$ cat src/rtl/brick_pkg.sv
// Shared constants, loader state encoding and brick addressing for the brick map controller.
package brick_pkg;

  localparam int NUM_COLS     = 12;
  localparam int NUM_ROWS     = 7;
  localparam int NUM_BRICKS   = NUM_COLS * NUM_ROWS;
  localparam int LEVEL_STRIDE = 128;
  localparam int NUM_LEVELS   = 2;

  typedef enum logic [1:0] {
    ST_IDLE  = 2'd0,
    ST_FETCH = 2'd1,
    ST_DONE  = 2'd2
  } load_state_e;

  typedef struct packed {
    logic       valid;
    logic [6:0] idx;
  } brick_idx_t;

  // Out-of-range coordinates come back invalid with index 0, so a caller can index safely.
  function automatic brick_idx_t brick_index(input logic [2:0] row, input logic [3:0] col);
    brick_idx_t r;
    r.valid = (col < 4'(NUM_COLS)) && (row < 3'(NUM_ROWS));
    r.idx   = r.valid ? (7'(row) * 7'(NUM_COLS) + 7'(col)) : 7'd0;
    return r;
  endfunction

  function automatic logic [7:0] level_base(input logic lvl);
    return lvl ? 8'(LEVEL_STRIDE) : 8'd0;
  endfunction

endpackage

$ cat src/rtl/brick_loader.sv
// Level-load sequencer: walks the level ROM and streams returning bits to the map owner.
// ST_IDLE: waiting for start | ST_FETCH: issuing addresses 0..83 | ST_DONE: capture bit 83
module brick_loader
  import brick_pkg::*;
(
  input  logic       clk_i,
  input  logic       rst_n_i,
  input  logic       start_i,
  input  logic       level_i,
  input  logic       rom_data_i,
  output logic [7:0] rom_addr_o,
  output logic       busy_o,
  output logic       wr_en_o,
  output logic [6:0] wr_idx_o,
  output logic       wr_data_o,
  output logic       done_o
);

  load_state_e state_q;
  logic [6:0]  cnt_q;
  logic        level_q;
  logic [7:0]  rom_addr_q;
  logic        busy_q;

  always_ff @(posedge clk_i or negedge rst_n_i) begin
    if (!rst_n_i) begin
      state_q    <= ST_IDLE;
      cnt_q      <= '0;
      level_q    <= 1'b0;
      rom_addr_q <= '0;
      busy_q     <= 1'b0;
    end else begin
      case (state_q)
        ST_IDLE: begin
          if (start_i) begin
            state_q    <= ST_FETCH;
            level_q    <= level_i;
            cnt_q      <= '0;
            rom_addr_q <= level_base(level_i);
            busy_q     <= 1'b1;
          end
        end
        ST_FETCH: begin
          if (cnt_q == 7'(NUM_BRICKS - 1)) begin
            state_q <= ST_DONE;
          end else begin
            cnt_q      <= cnt_q + 7'd1;
            rom_addr_q <= level_base(level_q) + {1'b0, cnt_q + 7'd1};
          end
        end
        ST_DONE: begin
          state_q <= ST_IDLE;
          busy_q  <= 1'b0;
        end
        default: begin
          state_q <= ST_IDLE;
          busy_q  <= 1'b0;
        end
      endcase
    end
  end

  // ROM data lags the address by one cycle, so each write targets the previous counter value.
  assign wr_en_o    = ((state_q == ST_FETCH) && (cnt_q != 7'd0)) || (state_q == ST_DONE);
  assign wr_idx_o   = (state_q == ST_DONE) ? 7'(NUM_BRICKS - 1) : (cnt_q - 7'd1);
  assign wr_data_o  = rom_data_i;
  assign done_o     = (state_q == ST_DONE);
  assign rom_addr_o = rom_addr_q;
  assign busy_o     = busy_q;

endmodule

$ cat src/rtl/brick_map_controller.sv
// Live brick map for one Breakout level: ROM load, renderer lookup, hit test-and-clear,
// brick count and level-clear flag.
module brick_map_controller
  import brick_pkg::*;
(
  input  logic       clk_i,
  input  logic       rst_n_i,
  input  logic       load_req_i,
  input  logic       level_i,
  output logic       load_busy_o,
  output logic [7:0] rom_addr_o,
  input  logic       rom_data_i,
  input  logic [3:0] vid_col_i,
  input  logic [2:0] vid_row_i,
  output logic       vid_brick_o,
  input  logic       hit_req_i,
  input  logic [3:0] hit_col_i,
  input  logic [2:0] hit_row_i,
  output logic       hit_ack_o,
  output logic       hit_was_brick_o,
  output logic [6:0] bricks_left_o,
  output logic       level_clear_o
);

  logic [NUM_BRICKS-1:0] map_q;
  logic [6:0]            bricks_q;
  logic                  loaded_q;
  logic                  vid_brick_q;
  logic                  hit_ack_q;
  logic                  hit_was_q;

  logic       busy;
  logic       load_start;
  logic       hit_go;
  logic       wr_en;
  logic [6:0] wr_idx;
  logic       wr_data;
  logic       ld_done;
  brick_idx_t vid_idx;
  brick_idx_t hit_idx;

  brick_loader u_loader (
    .clk_i      (clk_i),
    .rst_n_i    (rst_n_i),
    .start_i    (load_start),
    .level_i    (level_i),
    .rom_data_i (rom_data_i),
    .rom_addr_o (rom_addr_o),
    .busy_o     (busy),
    .wr_en_o    (wr_en),
    .wr_idx_o   (wr_idx),
    .wr_data_o  (wr_data),
    .done_o     (ld_done)
  );

  assign vid_idx    = brick_index(vid_row_i, vid_col_i);
  assign hit_idx    = brick_index(hit_row_i, hit_col_i);
  assign load_start = load_req_i & ~busy;
  // Load wins a tie; the skipped cycle after an ack lets the requester drop its request.
  assign hit_go     = hit_req_i & ~busy & ~load_req_i & ~hit_ack_q;

  always_ff @(posedge clk_i or negedge rst_n_i) begin
    if (!rst_n_i) begin
      map_q       <= '0;
      bricks_q    <= '0;
      loaded_q    <= 1'b0;
      vid_brick_q <= 1'b0;
      hit_ack_q   <= 1'b0;
      hit_was_q   <= 1'b0;
    end else begin
      hit_ack_q   <= 1'b0;
      hit_was_q   <= 1'b0;
      vid_brick_q <= vid_idx.valid & map_q[vid_idx.idx];
      if (load_start) begin
        map_q    <= '0;
        bricks_q <= '0;
        loaded_q <= 1'b0;
      end else if (wr_en) begin
        map_q[wr_idx] <= wr_data;
        bricks_q      <= bricks_q + {6'd0, wr_data};
      end else if (hit_go) begin
        hit_ack_q <= 1'b1;
        if (hit_idx.valid && map_q[hit_idx.idx]) begin
          hit_was_q            <= 1'b1;
          map_q[hit_idx.idx]   <= 1'b0;
          bricks_q             <= bricks_q - 7'd1;
        end
      end
      if (ld_done) begin
        loaded_q <= 1'b1;
      end
    end
  end

  assign load_busy_o     = busy;
  assign vid_brick_o     = vid_brick_q;
  assign hit_ack_o       = hit_ack_q;
  assign hit_was_brick_o = hit_was_q;
  assign bricks_left_o   = bricks_q;
  assign level_clear_o   = loaded_q & ~busy & (bricks_q == 7'd0);

endmodule
$ cat config.mk
export PLATFORM = sky130hd
export DESIGN_NAME = brick_map_controller
export DESIGN_NICKNAME = d
export VERILOG_FILES = /design/src/rtl/brick_pkg.sv /design/src/rtl/brick_loader.sv /design/src/rtl/brick_map_controller.sv
export SDC_FILE = /design/constraint.sdc
export NUM_CORES = 1
export LEC_CHECK = 0
export ABC_CLOCK_PERIOD_IN_PS = 4400
export CAP_MARGIN = 20
export CORE_AREA = 2 2 153 155
export DETAILED_ROUTE_END_ITERATION = 16
export DIE_AREA = 0 0 155 157
export DONT_BUFFER_PORTS = 1
export HOLD_SLACK_MARGIN = 0.03
export PLACE_DENSITY = 0.6
export SLEW_MARGIN = 20
export SYNTH_ARGS = -nofsm -noshare
export SYNTH_HDL_FRONTEND = slang
export SYNTH_HIERARCHICAL = 1
export SYNTH_SLANG_ARGS = --single-unit
$ cat constraint.sdc
create_clock -name clk_i -period 4.4 [get_ports clk_i]
set_input_delay 0.66 -clock clk_i [delete_from_list [all_inputs] [get_ports clk_i]]
set_output_delay 0.66 -clock clk_i [all_outputs]
set_load 0.05 [all_outputs]
---- After elaboration in Yosys (flattened, before gate mapping) ----
Cells that the tools add are included.
cells by class
  order comparisons ....................... 9
  bitwise gates (word level) .............. 13
  equal/unequal tests ..................... 6
  add/subtract/negate cells ............... 7
  muxes and demuxes ....................... 42
  reduce and logical (&&, ||, !) cells .... 19
  $mul .................................... 2
operators by type and width
  kind                                                                number
  two-way mux 84 bit                                                  4
  bitwise AND 84 bit                                                  1
  bitwise mux 84 bit                                                  1
  inverter 84 bit                                                     1
  two-way mux 7 bit                                                   9
  two-way mux 8 bit                                                   4
  less-than comparator 7 x 8 -> 1 bit (second input constant)         3
  case mux 8 bit (2 select lines)                                     1
  adder 7 x 4 -> 7 bit                                                2
  binary-select mux 1 bit (select 7 bit)                              2
  demux 1 bit (select 7 bit)                                          2
  greater-or-equal comparator 7 x 1 -> 1 bit (second input constant)  2
  two-way mux 1 bit                                                   14
  case mux 7 bit (2 select lines)                                     1
  subtractor 7 x 1 -> 7 bit (second input constant)                   2
  multiplier 3 x 2 -> 5 bit (second input constant)                   2
  adder 8 x 7 -> 8 bit                                                1
  less-than comparator 4 bit (second input constant)                  2
  AND reduction 2 bit                                                 4
  adder 7 x 1 -> 7 bit                                                1
  adder 7 x 1 -> 7 bit (second input constant)                        1
  bitwise AND 1 bit                                                   7
  equality test 7 bit (second input constant)                         1
  logical NOT 7 bit                                                   1
  16 further kinds                                                    29
storage, ports and cells
  input bits .............................. 20
  output and inout bits ................... 20
  logic and storage cells ................. 109
  register bits ........................... 114

---- Longest topological paths before layout ----
Gate-level depths: netlist of run 1.
  depth in word-level cells ............... 13
  depth in mapped cells ................... 18
  gate-level depth less buffers ........... 15

---- Modules after synthesis ----
The synthesis of run 1 kept the hierarchy.
by module, submodules not included
  module                times used  area each (sq um)  cells each
  brick_map_controller  1           9515.4             1206
  brick_loader          1           800.8              92

---- Least setup slack after synthesis of run 1 ----
OpenSTA, ideal clock, no wires.
  path kind ............................... register to register
  start point ............................. reg u_loader.cnt_q[3]
  end point ............................... reg bricks_q[6], in the netlist bricks_left_o[6]
  data required time ...................... 4.306 ns
  slack ................................... 0.359 ns
  stages on the path, launching flop included .. 18
  arrival time ............................ 3.947 ns
  cell sequence ........................... dfrtp_1 > buf_6 > or4_4 > nor3b_1 > o21ai_0 > clkbuf_1 > buf_1 > nand2b_1 > ha_1 > inv_1 > fa_1 > nor2b_1 > o21ai_0 > a21boi_0 > o21ai_0 > nor4b_1 > or3_1 > a211oi_1
on the way
  word-level cells in the longest chain between the ends .. 5
  elaborated cells on any way between the ends .. 8
  those cells by class .................... 2 x mux; 6 x reduce/logical
RTL lines
  element                                                                    line                        source
  start: declaration                                                         brick_loader.sv:20          logic [6:0] cnt_q;
  start signal: assignment                                                   brick_loader.sv:47          cnt_q <= cnt_q + 7'd1;
  nonzero test 7 bit *                                                       brick_loader.sv:64          assign wr_en_o = ((state_q == ST_FETCH) && (cnt_q != 7'd0)) || (state_q == ST_DONE);
  logical AND 1 bit *                                                        brick_loader.sv:64
  logical OR 1 bit *                                                         brick_loader.sv:64
  named net wr_en                                                            brick_map_controller.sv:35  logic wr_en;
  nonzero test 3 bit (no source line) or two-way mux 7 bit (tied branches)   --
  AND reduction 2 bit (no source line) or two-way mux 7 bit (tied branches)  --
  end signal: assignment                                                     brick_map_controller.sv:80  bricks_q <= bricks_q + {6'd0, wr_data};
  end signal: assignment                                                     brick_map_controller.sv:86  bricks_q <= bricks_q - 7'd1;
  end: declaration                                                           brick_map_controller.sv:26  logic [6:0] bricks_q;
Mark *: on every way through the listed nets, which the timed path passes. The rest lies on a longest branch.
A chain may end at the register's enable or synchronous reset.

---- Final worst setup path of run 1 ----
  start point ............................. reg u_loader.cnt_q[3]
  end point ............................... reg map_q[51]
on the way
  word-level cells in the longest chain between the ends .. 9
  elaborated cells on any way between the ends .. 16
  those cells by class .................... 1 x add/sub; 2 x order compare; 6 x mux; 7 x reduce/logical
RTL lines
  element                                                                                                                  line                        source
  subtractor 7 x 1 -> 7 bit *                                                                                              brick_loader.sv:65          assign wr_idx_o = (state_q == ST_DONE) ? 7'(NUM_BRICKS - 1) : (cnt_q - 7'd1);
  two-way mux 7 bit *                                                                                                      brick_loader.sv:65
  named net wr_idx[5]                                                                                                      brick_map_controller.sv:36  logic [6:0] wr_idx;
  less-than comparator 7 x 8 -> 1 bit (implied by the code) or greater-or-equal comparator 7 x 1 -> 1 bit (tied branches)  brick_map_controller.sv:79  map_q[wr_idx] <= wr_data;
  logical AND 1 bit (implied by the code)                                                                                  brick_map_controller.sv:79
  two-way mux 1 bit (implied by the code)                                                                                  brick_map_controller.sv:79
  demux 1 bit (select 7 bit) *                                                                                             brick_map_controller.sv:79
  bitwise mux 84 bit *                                                                                                     brick_map_controller.sv:79
  two-way mux 84 bit *                                                                                                     brick_map_controller.sv:78  end else if (wr_en) begin
  two-way mux 84 bit *                                                                                                     brick_map_controller.sv:74  if (load_start) begin
  end signal: indexed assignment                                                                                           brick_map_controller.sv:79
  end: declaration                                                                                                         brick_map_controller.sv:25  logic [NUM_BRICKS-1:0] map_q;
Marked as above.

==> results of run 1 <==
-- kinds of logic (layout without fill, tap and decap cells) --
logic type / after synthesis / count (layout) / synth area share [%]
xor gates and xnor gates: 13 / 13 / 1.104
adders and majority gates: 24 / 24 / 3.275
AOI/OAI and AO/OA: 404 / 404 / 30.61
DFF: 107 / 107 / 25.96
and+or+nand+nor: 524 / 524 / 23.26
muxes: 79 / 79 / 9.048
buffers and inverters: 147 / 116 / 6.743
-- power groups by stage --
stage                     clock network (mW)  registers, mW  logic, mW
after global routing                   0.967           2.15       5.40
after CTS                              0.937           2.07       4.88
final                                  0.927           2.10       5.02
after detailed placement                   0           2.09       4.84
after global placement                     0           2.08       4.79
after floorplan                            0           1.96       3.48
-- Yosys cell counts (all sizes together) (34+ instances only) --
cell type / count / share of area, %
buf: 41 / 2.9
nand2: 180 / 6.5
nor2: 164 / 6.0
inv: 34 / 1.2
o21ai: 87 / 4.2
mux2i: 49 / 4.8
a21oi: 73 / 3.6
a221oi: 60 / 8.1
nand3: 37 / 1.8
a31oi: 62 / 3.8
dfrtp: 107 / 26
clkbuf: 72 / 2.6
-- worst register-to-register path: cells and delay by family (launching register included) --
family,cells,cell delay [ns]
compound gates,4,0.81
flops,1,0.44
simple gates,5,2.34
-- sequential cells by signal, indices dropped and copies added (netlist names) --
signal and flops:
bricks_left_o 7, hit_ack_o 1, hit_was_brick_o 1, loaded_q 1, map_q 84, u_loader/busy_o 1
u_loader/cnt_q 6, u_loader/level_q 1, u_loader/rom_addr_o 2, u_loader/state_q 2, vid_brick_o 1
-- stage by stage --
stage          area, µm²  worst slack, ns  hold WS, ns
2_1_floorplan      10320           0.3591       0.3644
3_3_place_gp       10690           0.4483       0.3662
3_5_place_dp       10690           0.3650       0.3665
4_1_cts            11040           0.7257       0.2619
5_1_grt            11040           0.4913       0.2587
6_report           11040           0.6620       0.1967
-- routing by layer --
layer	wire length [µm]	up-vias	share of wire, %	track usage, %
met2	16740	652	42	47.26
met3	4569	95	12	7.819
li1	-	4801	-	-
met1	17000	5028	43	46.10
met5	0	-	0	0
met4	1319	0	3.3	13.10
-- final cells by class --
cell class | instances | area, µm²
multi-input combinational | 1044 | 7013
sequential | 107 | 2678
clock inverter | 7 | 96.34
fill | 2231 | 11470
clock buffer | 9 | 225.2
timing repair buffer | 66 | 540.5
tap | 285 | 356.6
inverter | 34 | 127.6
-- final timing paths --
kind	startpoint	endpoint	slack, ns	cells after the start
min in group clk_i	level_i	u_loader/level_q	0.42	1
setup reg to reg	u_loader/cnt_q[3]	map_q[51]	0.66	9
hold / removal	rst_n_i	u_loader/level_q	0.20	1
max in group asynchronous	rst_n_i	map_q[34]	3.65	1
hold reg to reg	u_loader/level_q	u_loader/level_q	0.51	1
setup / recovery	u_loader/cnt_q[3]	map_q[51]	0.66	9
-- timing repair --
action | in CTS | in global routing
resized for setup | 0 | 0
hold buffers | 1 | 0
hold endpoints to repair | 107 | 0
==> impl_results.md, run 1 <==
* Layout Utilization at 49.05%
* CTS Sinks at 107
* Ports at 40
* Tmin final at 3.738 ns
* Number of global-route vias before repair at 9745
* Net Switching at 4.425 mW
* Finish-stage setup viols at 0
* Postcts setup bufs at 0
* Clk network pwr share at 11.5%
* Comb pwr share at 62.4%
* Via Count at 10580
* Synthesized cell area at 10320 µm²
* Power per cell area at 728.8 nW/µm²
* Initial antenna violation count at 0
* Most common cell after layout, fill and taps aside: nand2_1
* Worst slew pin tran at 1.055 ns
* Sequential area share after synthesis at 25.96%
* Final wirelength at 39630 µm
* Final hold vios at 0
* CP delay by family, top: simple AND/OR/NAND/NOR gates
* Largest net degree at the start of global routing at 108
* Number of max-cap violations at 0
* Min-delay worst type: in2async
* WL/cell at 25.54 µm
* P&R area growth vs syn at 6.986%
* Critical path class: reg2reg
* Share of cells above drive strength 1 at 15.63%
* Final total power at 8.043 mW
* CTS tree: done
* Clock root cell: clkbuf_16
* Worst rel slew slack at 29.39%
* Router iterations before antenna repair at 5
* Gr ovfl total at 0
* Crit path largest cell delay at 0.65 ns
* 1st-iter DRT viols at 1282
* Sequential power share at 26.1%
* Worst path arrival time at 3.97 ns
* Mean post-synth cell area at 7.948 µm²
* Mapped Nets at 1342
* Most frequent cells in the layout: nand2_1, nor2_1, dfrtp_1
* Async SR Flop Fraction at 100.0%
* Outcome: completed
* Clock slew at reported path FFs at 0.10 ns
* Die height at 157 µm
* Antenna-violating nets left at 0
* Crit. End Element: register
* Mapped Cells at 1298
* FF+latch count, synth at 107
* Net Sw Frac at 55.02%
* Post-route clock period utilization at 84.95%
* Core area at 22500 µm²
* Initial core utilization at 45.84%
* Critical-path top delay cell: nor2b_1
* First-pass GRT wire length at 60530 µm
* Gp weighted congestion at 0.9972
* Top FF cell, synth: dfrtp_1
* Peak VDD IR at 0.5024 mV
* Die Area at 24340 µm²
* Final TNS setup at 0 ns
* IO Port Bufs at 0
* Syn. warnings at 6
* Chip width at 155 µm
* Post-DP HPWL at 25830 µm
* Buf+Inv Stages, Crit Path at 0
* Avg Vias per Cell at 6.814
* WP data required at 4.63 ns
* CTS H-tree depth at 3
* RSZ-0062 raised after global routing: false
* Final #Nets at 1306
* Synth unique cells at 80
* Power Internal at 3.618 mW
* Startpoint type of the worst setup path: register
* # diodes at 0
* EDFF count, synth at 0
* Slew Viols, Final at 0
* Non-filler cells in the finished layout at 1552
* Clk buf depth at 2
* Leak at 4.467 nW
* Most numerous cell on the critical path: a21oi_1
* Tot GR Track Use at 32.46%
* Placed insts at 1535
* Num CTS Buffers at 9
* Fmax at 267.5 MHz
* Std cell rows at 55
* Worst skew pair latency at 0.38 ns
* Crit path cell chain: or3_1 -> or4_1 -> a21oi_1 -> nor2b_1 -> nand2_1 -> nor2_1 -> a21oi_1 -> a31oi_1 -> a221oi_2
* Worst-path fanout max at 9
* DRC viols at 0
* Clock skew at 0.02023 ns
No activity file was read; power rests on OpenSTA's default activity.
==> run 2, diff against run 1 <==
--- a/config.mk
+++ b/config.mk
@@ -5,14 +5,14 @@
 export SDC_FILE = /design/constraint.sdc
 export NUM_CORES = 1
 export LEC_CHECK = 0
-export ABC_CLOCK_PERIOD_IN_PS = 4400
+export ABC_CLOCK_PERIOD_IN_PS = 3250
 export CAP_MARGIN = 20
 export CORE_AREA = 2 2 153 155
 export DETAILED_ROUTE_END_ITERATION = 16
 export DIE_AREA = 0 0 155 157
 export DONT_BUFFER_PORTS = 1
 export HOLD_SLACK_MARGIN = 0.03
-export PLACE_DENSITY = 0.6
+export PLACE_DENSITY = 0.63
 export SLEW_MARGIN = 20
 export SYNTH_ARGS = -nofsm -noshare
 export SYNTH_HDL_FRONTEND = slang
==> constraint.sdc (replaced) <==
create_clock -name clk_i -period 3.25 [get_ports clk_i]
set_input_delay 0.4875 -clock clk_i [delete_from_list [all_inputs] [get_ports clk_i]]
set_output_delay 0.4875 -clock clk_i [all_outputs]
set_load 0.05 [all_outputs]
==> run 2 against run 1 <==
  * Critical path depth up 5
  * Clock skew fell by 0.0053 ns
  * Setup slack worse by 0.56 ns
  * Flip-flop and latch count is the same
  * Critical path type unchanged
  * Largest cell class unchanged
==> impl_results.md, run 2 (synthesized netlist as in run 1, its figures left out) <==
* Worst rel slew slack at 53.75%
* Slew Viols, Final at 0
* Clock skew at 0.01492 ns
* # diodes at 0
* Chip width at 155 µm
* Non-filler cells in the finished layout at 1614
* Worst skew pair latency at 0.37 ns
* Die Area at 24340 µm²
* Outcome: completed
* Most common cell after layout, fill and taps aside: nand2_1
* WP data required at 3.54 ns
* Via Count at 10860
* Tot GR Track Use at 32.42%
* Final #Nets at 1368
* Net Sw Frac at 53.54%
* Reg-to-Reg Start: u_loader/cnt_q[3]
* Worst r2r dst: bricks_left_o[6]
* Initial antenna violation count at 0
* 1st-iter DRT viols at 1527
* Gr ovfl total at 0
* Comb pwr share at 64.1%
* Most numerous cell on the critical path: o21ai_2
* Post-DP HPWL at 26920 µm
* Core area at 22500 µm²
* Die height at 157 µm
* Max reg flops at 84
* Ports at 40
* DRC viols at 0
* Share of cells above drive strength 1 at 21.14%
* CTS Sinks at 107
* Power Internal at 5.292 mW
* Worst r2r path cells at 14
* Placed insts at 1597
* Initial core utilization at 45.84%
* Worst slew pin tran at 0.6885 ns
* Net Switching at 6.099 mW
* First-pass GRT wire length at 61270 µm
* Clk network pwr share at 10.7%
* Sequential power share at 25.2%
* Post-route clock period utilization at 96.95%
* Clock root cell: clkbuf_16
* Avg Vias per Cell at 6.729
* Number of max-cap violations at 0
* WL/cell at 24.27 µm
* Gp weighted congestion at 0.9494
* CP delay by family, top: simple AND/OR/NAND/NOR gates
* CTS tree: done
* Std cell rows at 55
* Clk buf depth at 2
* Number of global-route vias before repair at 10190
* Tmin final at 3.151 ns
* RSZ-0062 raised after global routing: true
* Most frequent cells in the layout: nand2_1, nor2_1, buf_4
* Fmax at 317.4 MHz
* Postcts setup bufs at 0
* Clock slew at reported path FFs at 0.09 ns
* Critical path class: reg2reg
* Buf+Inv Stages, Crit Path at 1
* CTS H-tree depth at 3
* P&R area growth vs syn at 13.54%
* Crit path largest cell delay at 0.56 ns
* Largest net degree at the start of global routing at 108
* Peak VDD IR at 0.5029 mV
* Startpoint type of the worst setup path: register
* Min-delay worst type: in2async
* Final hold vios at 0
* Power per cell area at 972.6 nW/µm²
* Final total power at 11.39 mW
* Worst path arrival time at 3.44 ns
* IO Port Bufs at 0
* Num CTS Buffers at 9
* Worst-path fanout max at 3
* Leak at 4.825 nW
* Critical-path top delay cell: or4_4
* Final wirelength at 39160 µm
* Stages on the worst setup path at 14
* Reg2reg setup slack at 0.1 ns
* Biggest register: map_q
* Crit. End Element: register
* Crit path cell chain: or4_4 -> nor3b_4 -> o21ai_4 -> nand2b_1 -> ha_2 -> inv_1 -> fa_2 -> nor2b_2 -> o21ai_2 -> a21boi_2 -> o21ai_2 -> nor4b_1 -> or3_1 -> a211oi_2
* Finish-stage setup viols at 0
* Router iterations before antenna repair at 5
* Antenna-violating nets left at 0
==> run 2: cell count changes in the layout (fill, tap and decap cells not counted), sizes merged <==
cell	change
buf	+62
clkinv	-2
clkinvlp	+1
inv	+1
==> run 2: timing repair <==
item | in CTS | in global routing
hold buffers | 1 | 0
endpoints found under the hold margin | 107 | 0
endpoints found under the setup margin | 0 | 16
resized for setup | 0 | 13
==> run 2: worst register-to-register path, stage by stage (launching register included) <==
cell      delay [ns]
dfrtp_2         0.41
or4_4           0.56
nor3b_4         0.25
o21ai_4         0.08
nand2b_1        0.08
ha_2            0.17
inv_1           0.05
fa_2            0.35
nor2b_2         0.16
o21ai_2         0.08
a21boi_2        0.18
o21ai_2         0.09
nor4b_1         0.15
or3_1           0.34
a211oi_2        0.14
==> run 2: per-stage QoR <==
| stage | util, % | setup TNS [ns] | setup slack (ns) | hold slack (ns) | area (µm²) |
|---|---|---|---|---|---|
| floorplan | - | -0.3006 | -0.3006 | 0.1919 | 10400 |
| global placement | 50.30 | -0.1802 | -0.1052 | 0.1944 | 11320 |
| detailed placement | 50.30 | -0.1041 | -0.07288 | 0.1951 | 11320 |
| CTS | 51.79 | 0 | 0.03969 | 0.09775 | 11650 |
| global route | 52.05 | -0.07126 | -0.07126 | 0.08667 | 11710 |
| finish | 52.05 | 0 | 0.09909 | 0.04184 | 11710 |
==> run 2: layout make-up <==
class	instances	area (µm²)
repair buffers	128	1131
flip-flops and latches	107	2681
inverters	34	130.1
multi-input cells	1044	7106
clock buffers	9	225.2
fillers	2096	10790
clock inverters	7	82.58
well taps	285	356.6
==> run 2: how the worst max path moves through the flow <==
stage / start / endpoint / slack, ns
after CTS: u_loader/cnt_q[3] / map_q[32] / 0.04
after global placement: hit_row_i[0] / map_q[21] / -0.11
after floorplan: u_loader/cnt_q[3] / bricks_left_o[6] / -0.30
final: u_loader/cnt_q[3] / bricks_left_o[6] / 0.1
after global routing: u_loader/cnt_q[3] / bricks_left_o[6] / -0.07
after detailed placement: hit_row_i[0] / map_q[21] / -0.07
==> run 2: power groups by stage <==
stage | sequential, mW | combinational [mW] | clock, mW
floorplan | 2.66 | 4.76 | 0
global placement | 2.81 | 6.94 | 0
detailed placement | 2.82 | 7.05 | 0
CTS | 2.79 | 7.10 | 1.22
global route | 2.90 | 7.91 | 1.27
finish | 2.87 | 7.30 | 1.22
==> run 2: per-layer routing <==
| metal | vias up | wire [µm] | global-route usage, % |
|---|---|---|---|
| met5 | - | 0 | 0 |
| met4 | 0 | 1567 | 12.52 |
| met3 | 125 | 4095 | 7.351 |
| met2 | 659 | 16700 | 47.43 |
| met1 | 5179 | 16800 | 46.38 |
| li1 | 4898 | - | - |
==> run 3, diff against run 2 <==
--- a/config.mk
+++ b/config.mk
@@ -7,12 +7,12 @@
 export LEC_CHECK = 0
 export ABC_CLOCK_PERIOD_IN_PS = 3250
 export CAP_MARGIN = 20
-export CORE_AREA = 2 2 153 155
+export CORE_AREA = 2 2 147 149
 export DETAILED_ROUTE_END_ITERATION = 16
-export DIE_AREA = 0 0 155 157
+export DIE_AREA = 0 0 149 151
 export DONT_BUFFER_PORTS = 1
 export HOLD_SLACK_MARGIN = 0.03
-export PLACE_DENSITY = 0.63
+export PLACE_DENSITY = 0.67
 export SLEW_MARGIN = 20
 export SYNTH_ARGS = -nofsm -noshare
 export SYNTH_HDL_FRONTEND = slang
==> run 3 against run 2 <==
  * Non-clock buffer count is the same
  * Sequential share of layout area grew 0.15 points
  * Register-to-register slack lost 0.02 ns
  * Combinational power is essentially flat
  * Clock power shrank 7%
  * Setup slack lost 0.023 ns
  * Utilization grew 3.8 points
  * Total power shrank 1.0%
  * Largest cell class unchanged
==> impl_results.md, run 3 (synthesized netlist as in run 1, its figures left out) <==
* Outcome: completed
* Met1 GRT Util at 48.96%
* Gp weighted congestion at 0.9887
* Crit. End Element: register
* Worst rel slew slack at 47.49%
* Tot GR Track Use at 34.70%
* Die Area at 22500 µm²
* Ports at 40
* First-pass GRT wire length at 59870 µm
* Share of cells above drive strength 1 at 21.22%
* WP data required at 3.54 ns
* Register Area at 2681 µm²
* WL/cell at 24.27 µm
* Worst-path fanout max at 3
* CTS tree: done
* Min-delay worst type: in2async
* Clock skew at 0.01633 ns
* CTS Sinks at 107
* Peak VDD IR at 0.7256 mV
* Clock slew at reported path FFs at 0.08 ns
* Multi-input gate area in the final layout at 7097 µm²
* Finish-stage setup viols at 0
* # fillers at 1937
* Antenna-violating nets left at 0
* RSZ-0062 raised after global routing: true
* # diodes at 0
* Core area at 20820 µm²
* Post-route clock period utilization at 97.65%
* Avg Vias per Cell at 6.900
* Tmin final at 3.174 ns
* Postcts setup bufs at 0
* Clock root cell: clkbuf_16
* IO Port Bufs at 0
* GR Util met3 at 8.916%
* Std cell rows at 53
* Most frequent cells in the layout: nand2_1, nor2_1, buf_4
* DRC viols at 0
* Met2 usage at 51.66%
* Die height at 151 µm
* Final #Nets at 1368
* Number of global-route vias before repair at 10080
* Layout Utilization at 55.88%
* Router iterations before antenna repair at 8
* Gr ovfl total at 0
* Gr busiest metal: met2
* Max reg flops at 84
* Critical path class: reg2reg
* Clk buf depth at 2
* Power per cell area at 968.9 nW/µm²
* Post-DP HPWL at 27150 µm
* Worst path arrival time at 3.47 ns
* Number of max-cap violations at 0
* Startpoint type of the worst setup path: register
* Initial antenna violation count at 0
* CTS H-tree depth at 3
* Chip width at 149 µm
* Largest net degree at the start of global routing at 108
* Num CTS Buffers at 9
* Initial core utilization at 49.54%
* P&R area growth vs syn at 12.78%
* Leak at 4.809 nW
* Worst skew pair latency at 0.37 ns
* Hold WS at 0.02957 ns
* Fmax at 315.1 MHz
* Final hold vios at 0
* Worst slew pin tran at 0.7847 ns
* Final wirelength at 38920 µm
* 1st-iter DRT viols at 1624
* Biggest register: map_q
* Via Count at 11070
* Slew Viols, Final at 0
* Most common cell after layout, fill and taps aside: nand2_1
run 3: cell count changes in the layout (fill, tap and decap cells not counted), moves of 2 or more:
cell | previous run | this run
clkinv_4 | 1 | 3
nor4_1 | 18 | 20
nor2_2 | 1 | 3
buf_4 | 115 | 118
nor4_2 | 3 | 1
buf_12 | 12 | 9
inv_6 | 2 | 0
run 3: cell type report:
class	count	share of cell area [%]
inverters	34	1.140
repair buffers	128	9.399
multi-input cells	1044	61.00
clock buffers	9	1.936
flip-flops and latches	107	23.05
well taps	275	2.957
clock inverters	7	0.5269
run 3: worst paths after layout:
path | from | endpoint | slack [ns] | depth (start not counted)
worst max-delay path | u_loader/cnt_q[3] | bricks_left_o[6] | 0.08 | 14
worst min-delay path | rst_n_i | u_loader/level_q | 0.03 | 1
worst max register to register | u_loader/cnt_q[3] | bricks_left_o[6] | 0.08 | 14
worst min register to register | loaded_q | loaded_q | 0.50 | 1
max in group asynchronous | rst_n_i | map_q[83] | 2.71 | 1
min in group clk_i | level_i | u_loader/level_q | 0.26 | 1
run 3: where the power goes:
group / internal (mW) / switching, mW / leakage (nW) / total, mW
Sequential: 1.89 / 0.982 / 1.36 / 2.87
Combinational: 2.78 / 4.49 / 3.31 / 7.27
Clock: 0.536 / 0.595 / 0.139 / 1.13
Total: 5.20 / 6.07 / 4.81 / 11.3
run 3: critical path, stage by stage (launching register included):
cell and delay, ns:
dfrtp_2 0.41, or4_4 0.55, nor3b_4 0.25, o21ai_4 0.09
nand2b_1 0.08, ha_2 0.18, inv_1 0.05, fa_2 0.37
nor2b_4 0.14, o21ai_2 0.07, a21boi_2 0.18, o21ai_2 0.10
nor4b_1 0.14, or3_1 0.34, a211oi_2 0.14
run 3: what timing repair did:
action                                  CTS  global route
pin swaps                                 1             2
hold endpoints to repair                107             0
resized for setup                         3            12
hold buffers                              1             0
endpoints found under the setup margin    1            26
run 3: routing by layer:
metal	up-vias	share of wire (%)	routed length, µm
met3	121	11	4407
met5	-	0	0
li1	4911	-	-
met1	5298	42	16280
met4	0	3.6	1398
met2	738	43	16840
run 3: stage by stage:
stage | total power [mW] | worst slack (ns) | setup TNS [ns] | area (µm²) | std cells
2_1_floorplan | 7.420 | -0.3006 | -0.3006 | 10400 | 1298
3_3_place_gp | 9.657 | 0.002003 | 0 | 11270 | 1587
3_5_place_dp | 9.782 | -0.03292 | -0.08641 | 11270 | 1587
4_1_cts | 10.97 | 0.003216 | 0 | 11590 | 1604
5_1_grt | 11.87 | -0.1120 | -0.2096 | 11630 | 1604
6_report | 11.27 | 0.07648 | 0 | 11630 | 1604
